**config.mk**
```make
export PLATFORM = sky130hd
export DESIGN_NAME = key_conditioner
export DESIGN_NICKNAME = d
export VERILOG_FILES = /design/src/rtl/key_conditioner.sv
export SDC_FILE = /design/constraint.sdc
export NUM_CORES = 1
export LEC_CHECK = 0
export ABC_AREA = 1
export BUFFER_PORTS_ARGS = -buffer_cell sky130_fd_sc_hd__buf_2
export CORE_MARGIN = 1.5
export CORE_UTILIZATION = 39
export CTS_BUF_LIST = sky130_fd_sc_hd__clkbuf_2
export CTS_CLUSTER_DIAMETER = 150
export DETAILED_ROUTE_END_ITERATION = 12
export GPL_ROUTABILITY_DRIVEN = 0
export PLACE_DENSITY_LB_ADDON = 0.08
export SETUP_SLACK_MARGIN = 0.2
export SYNTH_ARGS = -nofsm -noshare
export SYNTH_HDL_FRONTEND = slang
export SYNTH_SLANG_ARGS = --single-unit
```
**constraint.sdc**
```tcl
create_clock -name clk -period 3.5 [get_ports clk]
set_input_delay 0.35 -clock clk [delete_from_list [all_inputs] [get_ports clk]]
set_output_delay 0.35 -clock clk [all_outputs]
set_load 0.005 [all_outputs]
```
**src/rtl/key_conditioner.sv**
```systemverilog
// key_conditioner: per-key 2-flop synchronizer, debounce FSM, press pulse and sticky event flag.
// Define KEY_CONDITIONER_REPEAT_EN to emit auto-repeat presses while a key stays held.
module key_conditioner #(
  parameter int NUM_KEYS        = 4,
  parameter int DEBOUNCE_CYCLES = 1000000,
  parameter int REPEAT_DELAY    = 25000000,
  parameter int REPEAT_PERIOD   = 10000000
) (
  input  logic                clk,
  input  logic                reset_n,
  input  logic [NUM_KEYS-1:0] key_n,
  input  logic [NUM_KEYS-1:0] ack,
  output logic [NUM_KEYS-1:0] key_level,
  output logic [NUM_KEYS-1:0] key_press,
  output logic [NUM_KEYS-1:0] key_event
);

  localparam int MAX_A   = (DEBOUNCE_CYCLES > REPEAT_DELAY) ? DEBOUNCE_CYCLES : REPEAT_DELAY;
  localparam int CNT_MAX = (MAX_A > REPEAT_PERIOD) ? MAX_A : REPEAT_PERIOD;
  localparam int CNT_W   = $clog2(CNT_MAX + 1);

  localparam logic [CNT_W-1:0] CNT_ZERO = {CNT_W{1'b0}};
  localparam logic [CNT_W-1:0] CNT_ONE  = CNT_W'(1'b1);
  localparam logic [CNT_W-1:0] CNT_SAT  = {CNT_W{1'b1}};
  localparam logic [CNT_W-1:0] DEB_LAST = CNT_W'(DEBOUNCE_CYCLES - 1);
`ifdef KEY_CONDITIONER_REPEAT_EN
  localparam logic [CNT_W-1:0] DLY_LAST = CNT_W'(REPEAT_DELAY - 1);
  localparam logic [CNT_W-1:0] PER_LAST = CNT_W'(REPEAT_PERIOD - 1);
`endif

  typedef enum logic [1:0] {
    IDLE         = 2'd0,
    PRESS_WAIT   = 2'd1,
    HELD         = 2'd2,
    RELEASE_WAIT = 2'd3
  } state_t;

  function automatic logic [CNT_W-1:0] sat_inc(input logic [CNT_W-1:0] v);
    if (v == CNT_SAT) begin
      return v;
    end else begin
      return v + CNT_ONE;
    end
  endfunction

  logic [NUM_KEYS-1:0] meta_r;
  logic [NUM_KEYS-1:0] sync_r;

  // Two-flop synchronizer; released (high) is the reset level.
  always_ff @(posedge clk or negedge reset_n) begin
    if (!reset_n) begin
      meta_r <= {NUM_KEYS{1'b1}};
      sync_r <= {NUM_KEYS{1'b1}};
    end else begin
      meta_r <= key_n;
      sync_r <= meta_r;
    end
  end

  for (genvar i = 0; i < NUM_KEYS; i++) begin : g_ch
    state_t           state_r;
    logic [CNT_W-1:0] cnt_r;
    logic             level_r;
    logic             press_r;
    logic             event_r;
    logic             pressed_s;
`ifdef KEY_CONDITIONER_REPEAT_EN
    logic             rep_r;
`endif

    assign pressed_s = ~sync_r[i];

    // Per-key debounce FSM; level lags the HELD entry by one cycle, press wins over ack.
    always_ff @(posedge clk or negedge reset_n) begin
      if (!reset_n) begin
        state_r <= IDLE;
        cnt_r   <= CNT_ZERO;
        level_r <= 1'b0;
        press_r <= 1'b0;
        event_r <= 1'b0;
`ifdef KEY_CONDITIONER_REPEAT_EN
        rep_r   <= 1'b0;
`endif
      end else begin
        press_r <= 1'b0;
        event_r <= event_r & ~ack[i];
        level_r <= (state_r == HELD) || (state_r == RELEASE_WAIT);
        case (state_r)
          IDLE: begin
            cnt_r <= CNT_ZERO;
            if (pressed_s) begin
              state_r <= PRESS_WAIT;
            end else begin
              state_r <= IDLE;
            end
          end
          PRESS_WAIT: begin
            if (!pressed_s) begin
              state_r <= IDLE;
              cnt_r   <= CNT_ZERO;
            end else if (cnt_r == DEB_LAST) begin
              state_r <= HELD;
              cnt_r   <= CNT_ZERO;
              press_r <= 1'b1;
              event_r <= 1'b1;
`ifdef KEY_CONDITIONER_REPEAT_EN
              rep_r   <= 1'b0;
`endif
            end else begin
              cnt_r <= sat_inc(cnt_r);
            end
          end
          HELD: begin
            if (!pressed_s) begin
              state_r <= RELEASE_WAIT;
              cnt_r   <= CNT_ZERO;
            end else begin
`ifdef KEY_CONDITIONER_REPEAT_EN
              // First repeat after REPEAT_DELAY, then every REPEAT_PERIOD.
              if (cnt_r == (rep_r ? PER_LAST : DLY_LAST)) begin
                cnt_r   <= CNT_ZERO;
                rep_r   <= 1'b1;
                press_r <= 1'b1;
                event_r <= 1'b1;
              end else begin
                cnt_r <= sat_inc(cnt_r);
              end
`else
              cnt_r <= CNT_ZERO;
`endif
            end
          end
          RELEASE_WAIT: begin
            if (pressed_s) begin
              state_r <= HELD;
              cnt_r   <= CNT_ZERO;
`ifdef KEY_CONDITIONER_REPEAT_EN
              rep_r   <= 1'b0;
`endif
            end else if (cnt_r == DEB_LAST) begin
              state_r <= IDLE;
              cnt_r   <= CNT_ZERO;
            end else begin
              cnt_r <= sat_inc(cnt_r);
            end
          end
          default: begin
            state_r <= IDLE;
            cnt_r   <= CNT_ZERO;
          end
        endcase
      end
    end

    assign key_level[i] = level_r;
    assign key_press[i] = press_r;
    assign key_event[i] = event_r;
  end

endmodule

```
# Word-level counts from Yosys, hierarchy flattened
# Cells that the tools add are included.
[totals] output_inout_bits=12 in_bits=10 ff_bits=128 word_cells=154
[op_classes] n_reduce_logical=16 n_bitwise=8 mux=72 n_eq_ne=32 addsub=4
[op_table] operator="two-way mux 25 bit" n=16
[op_table] operator="case mux 25 bit (3 select lines)" n=4
[op_table] operator="adder 25 x 1 -> 25 bit, second input constant" n=4
[op_table] operator="== test 25 x 20 -> 1 bit, second input constant" n=4
[op_table] operator="== test 25 bit, second input constant" n=4
[op_table] operator="two-way mux 2 bit" n=20
[op_table] operator="case mux 2 bit (4 select lines)" n=4
[op_table] operator="two-way mux 1 bit" n=28
[op_table] operator="== test 2 bit, second input constant" n=8
[op_table] operator="inequality test 3 x 2 -> 1 bit, second input constant" n=4
[op_table] operator="inequality test 3 bit, second input constant" n=4
[op_table] operator="AND reduction 3 bit" n=4
[op_table] operator="== test 2 x 1 -> 1 bit, second input constant" n=4
[op_table] operator="zero test 2 bit" n=4
[op_table] operator="inequality test 2 bit, second input constant" n=4
[op_table] operator="OR reduction 2 bit" n=4
[op_table] operator="bitwise AND 1 bit" n=4
[op_table] operator="logical OR 1 bit" n=4
[op_table] operator="inverter 1 bit" n=4

# Logic depth before layout (Yosys ltp)
[depth] ltp_word=5 depth_mapped=12 mapped_depth_nobuf=12

# Worst setup path after synthesis
# Ideal clock, no wire load.
[synth_timing] path_type="register to register" startpoint="register g_ch[0].cnt_r[0]" endpoint="register g_ch[0].cnt_r[15]" path_buffers=1 path_slack_ns=1.780 t_arrival_ns=1.601 period_less_slack_ns=1.720 stages_incl_launch_ff=12 setup_ns=0.119 path_cell_list="dfrtp_1 -> ha_1 -> nand2_2 -> nor2_8 -> nand2_2 -> nor2_1 -> nand3_1 -> nand3_2 -> inv_4 -> buf_6 -> nand2_1 -> nor2_1"
[synth_via] elab_chain_len=5 elab_cells_between_ends=8 classes_between="add/sub: 1; eq/ne: 2; mux: 5"
[synth_rtl] item="start, declared" line_no="62" rtl="logic [CNT_W-1:0] cnt_r;"
[synth_rtl] item="start signal, assigned" line_no="110" rtl="cnt_r <= sat_inc(cnt_r);"
[synth_rtl] item="start signal, assigned" line_no="144" rtl="cnt_r <= sat_inc(cnt_r);"
[synth_rtl] item="adder 25 x 1 -> 25 bit / == test 25 bit (equally long branches)" line_no="42, 39"
[synth_rtl] item="two-way mux 25 bit" line_no="39" rtl="if (v == CNT_SAT) begin"
[synth_rtl] item="two-way mux 25 bit (*)" line_no="140" rtl="end else if (cnt_r == DEB_LAST) begin"
[synth_rtl] item="two-way mux 25 bit (on tied branches)" line_no="134, 98"
[synth_rtl] item="case mux 25 bit (3 select lines) (*)" line_no="88" rtl="case (state_r)"
# Every way passes the cells marked *; elsewhere a longest branch is shown, timed or not.
# A chain may end at the register's enable or synchronous reset.

# Worst setup path in the final report
[layout_timing] startpoint="register g_ch[2].cnt_r[0]" endpoint="register g_ch[2].cnt_r[1]"
[layout_via] elab_chain_len=5 elab_cells_between_ends=8 classes_between="add/sub: 1; eq/ne: 2; mux: 5"
[layout_rtl] item="start, declared" line_no="62"
[layout_rtl] item="start signal, assigned" line_no="110"
[layout_rtl] item="start signal, assigned" line_no="144"
[layout_rtl] item="adder 25 x 1 -> 25 bit / == test 25 bit (equally long branches)" line_no="42, 39"
[layout_rtl] item="two-way mux 25 bit" line_no="39"
[layout_rtl] item="two-way mux 25 bit (*)" line_no="101" rtl="end else if (cnt_r == DEB_LAST) begin"
[layout_rtl] item="two-way mux 25 bit (on tied branches)" line_no="134, 98"
[layout_rtl] item="case mux 25 bit (3 select lines) (*)" line_no="88"
# Marked as above.

==> metrics.txt <==
Detail Placement HPWL 12900 um; average instance area after synthesis 6.97 sq um; Fill cells 2101; die span in x 144 um; minimum period implied by the final worst setup slack 2.25 ns; number of DRC markers in iteration 0 484; fin. max-slew vios 0; wl on met1 9200 um; CTS tree built; Die H 144 um; Die Footprint 20800 sq um; timing startpoint of the critical path g_ch[2].cnt_r[0]; number of cells upsized or downsized after cts 0; setup bufs post-CTS 0; highest metal used met4; synthesis warning total 0; share of total power in the clock network 37.5%; vias in the first global route 6333; fin nets 1152; Synth top cells by count nand2_1, nor2_1, inv_1; RR Startpoint g_ch[2].cnt_r[0]; Net Switching 711 uW; ports placed on the boundary 22; FFs w/ async S/R, synth 100%; net count after synthesis 1130; largest vdd supply drop 173 uV; hold crit path type in2async; overall power consumption 2570 uW; sum of routed wire length over all layers 17900 um; total overflow reported by the global router 0; total internal power 1860 uW; portion of the post-synthesis area used by sequential elements 41.3%; final worst setup slack 1.25 ns; cell types with the largest area share after synthesis dfrtp_1, nand2_1, nor2_1, inv_1, nand3_1; minimum setup slack among reg-to-reg paths 1.25 ns; sequential standard cell area 3210 sq um; biggest area consumer among synthesized cells dfrtp_1; Cell Pwr Density 307 nW/um^2; combined area of the multi-input logic cells 3760 sq um; first-pass detailed-route iteration total 7; core area 19500 sq um; maximum number of pins on one net before global-route repair 92; Critical Path Sink Type register; setup violators final 0; starting utilization of the core area 39.8%; setup repair after global routing missed its margin false; critical path class reg2reg; CP required 4.12 ns; post-route ant nets 0; transition time of the tightest slew-check pin 0.870 ns; met3 routed WL 567 um; Yosys reg bits 128; final standard cell count with taps included and fillers excluded 1417; CTS Sinks 128; number of clock buffers inserted by TritonCTS 17; FP Rows 51; Skew-Pair Late Insertion Delay 0.73 ns; Fmax 445 MHz; clock tree skew after final layout 0.0330 ns; number of antenna violations at the first check in global routing 1; DRC violation count after routing 0; leakage 0.00393 uW; peak fanout along the critical path 20; aggregate negative setup slack 0 ns; Root Buffer clkbuf_2; mean routed wirelength per cell 12.7 um; WL met2 8010 um; worst endpoint data arrival time 2.86 ns; per-cell via count in the routed design 4.75; number of enable flip-flop cells after synthesis 0; status completed; placed cell count 1375; Logic pwr share 3.9%; count of maximum capacitance violations 0; Mapped Cells 1116; cell area after synthesis 7770 sq um; wire length of the first global-routing pass 30900 um; final-report hold violation count 0; Final Cycle Share 64.2%; worst-case setup slack after placement 1.24 ns; Top FF cell, synth dfrtp_1; share of the synthesized area in the top cell type 38.6%; hold bufs inserted after CTS 9; count of distinct cell types in the synthesized netlist 39; normalized max-slew margin 42.0%; clock slew at the register clock pins of the worst setup and hold paths 0.21 ns; relative contribution of sequential cells to total power 58.6%; maximum level of the CTS H-tree 4; Switching Fraction 27.7%; routed vias 6734; area growth from synthesis to layout 7.71%; most instantiated library cell after synthesis nand2_1; Clock Tree Buf Depth 2; length in cells of the worst reg-to-reg path 8; fraction of final layout cells with drive strength greater than 1 9.47%; PortBufs 21; Worst Setup Start Kind register; global routing usage summed across all routing layers 18.8%
[sequential cells by signal (all words and copies together), names as in the netlist, named ones only]
register and flops:
g_ch.cnt_r 100, g_ch.state_r 4, meta_r 4, g_ch.press_r 4, g_ch.level_r 4, sync_r 4, g_ch.event_r 4
[power by group through the flow]
stage	Combinational, uW	Sequential [uW]	Clock [uW]
6_report	99.6	1510	965
4_1_cts	105	1510	1020
3_5_place_dp	96.7	1530	0
2_1_floorplan	47.7	1530	0
5_1_grt	119	1510	1080
3_3_place_gp	96.0	1530	0
[final timing paths]
kind | endpoint
max | g_ch[2].cnt_r[1]
min | g_ch[0].cnt_r[18]
max reg2reg | g_ch[2].cnt_r[1]
min reg2reg | sync_r[0]
max in group asynchronous | sync_r[3]
min in group clk | meta_r[1]
[area by class of cell]
cell class	count	area share [%]
Multi-Input combinational cell	800	44.9
Sequential cell	128	38.4
Inverter	158	7.11
Antenna cell	1	0.0299
Clock inverter	15	1.94
Timing Repair Buffer	33	2.67
Tap cell	265	3.96
Clock buffer	17	1.02
[cells by family after synthesis]
family / count (synthesis) / synth area share [%]
AND/OR/NAND/NOR: 722 / 42.0
XOR/XNOR: 18 / 2.03
flip-flops: 128 / 41.3
buffers and inverters: 188 / 10.3
AO/OA/AOI/OAI: 56 / 3.69
adder cells (fa/ha/maj): 4 / 0.644
[cell usage in the layout (no fill, tap or decap), types with 6 or more instances in the layout]
cell / Yosys / layout
buf_2: 6 / 20
a21oi_1: 41 / 41
clkbuf_2: 0 / 17
nor2_1: 186 / 186
nand3_1: 110 / 110
dlygate4sd3_1: 0 / 9
xor2_1: 12 / 12
o21ai_0: 7 / 7
nand2_1: 304 / 304
nor3_1: 31 / 31
nand4_1: 35 / 35
inv_1: 151 / 151
nor2_2: 14 / 14
dfstp_2: 8 / 8
dfrtp_1: 120 / 120
nand3b_1: 7 / 7
xnor2_1: 6 / 6
[worst max-delay path, cell delays in order (launching register included)]
cell and delay, ns:
dfrtp_1 0.44, ha_1 0.22, nand3_1 0.15, inv_2 0.16, nand2_4 0.09, nor2_4 0.15, nand3_1 0.51, o21ai_0 0.38
nor2_1 0.07
[metal layers]
layer / vias up / GRT usage (%)
li1: 3555 / -
met1: 3071 / 26.5
met2: 93 / 29.6
met3: 15 / 3.94
met4: 0 / 4.41
met5: - / 0
[metrics by stage]
stage / hold slack, ns / area (sq um) / utilization (%)
final: 0.229 / 8370 / 42.9
after global placement: 0.345 / 8030 / 41.1
after global routing: 0.125 / 8370 / 42.9
after floorplan: 0.0544 / 7770 / -
after CTS: 0.135 / 8370 / 42.9
after detailed placement: 0.348 / 8030 / 41.1
Power figures use the tool's default switching activity.
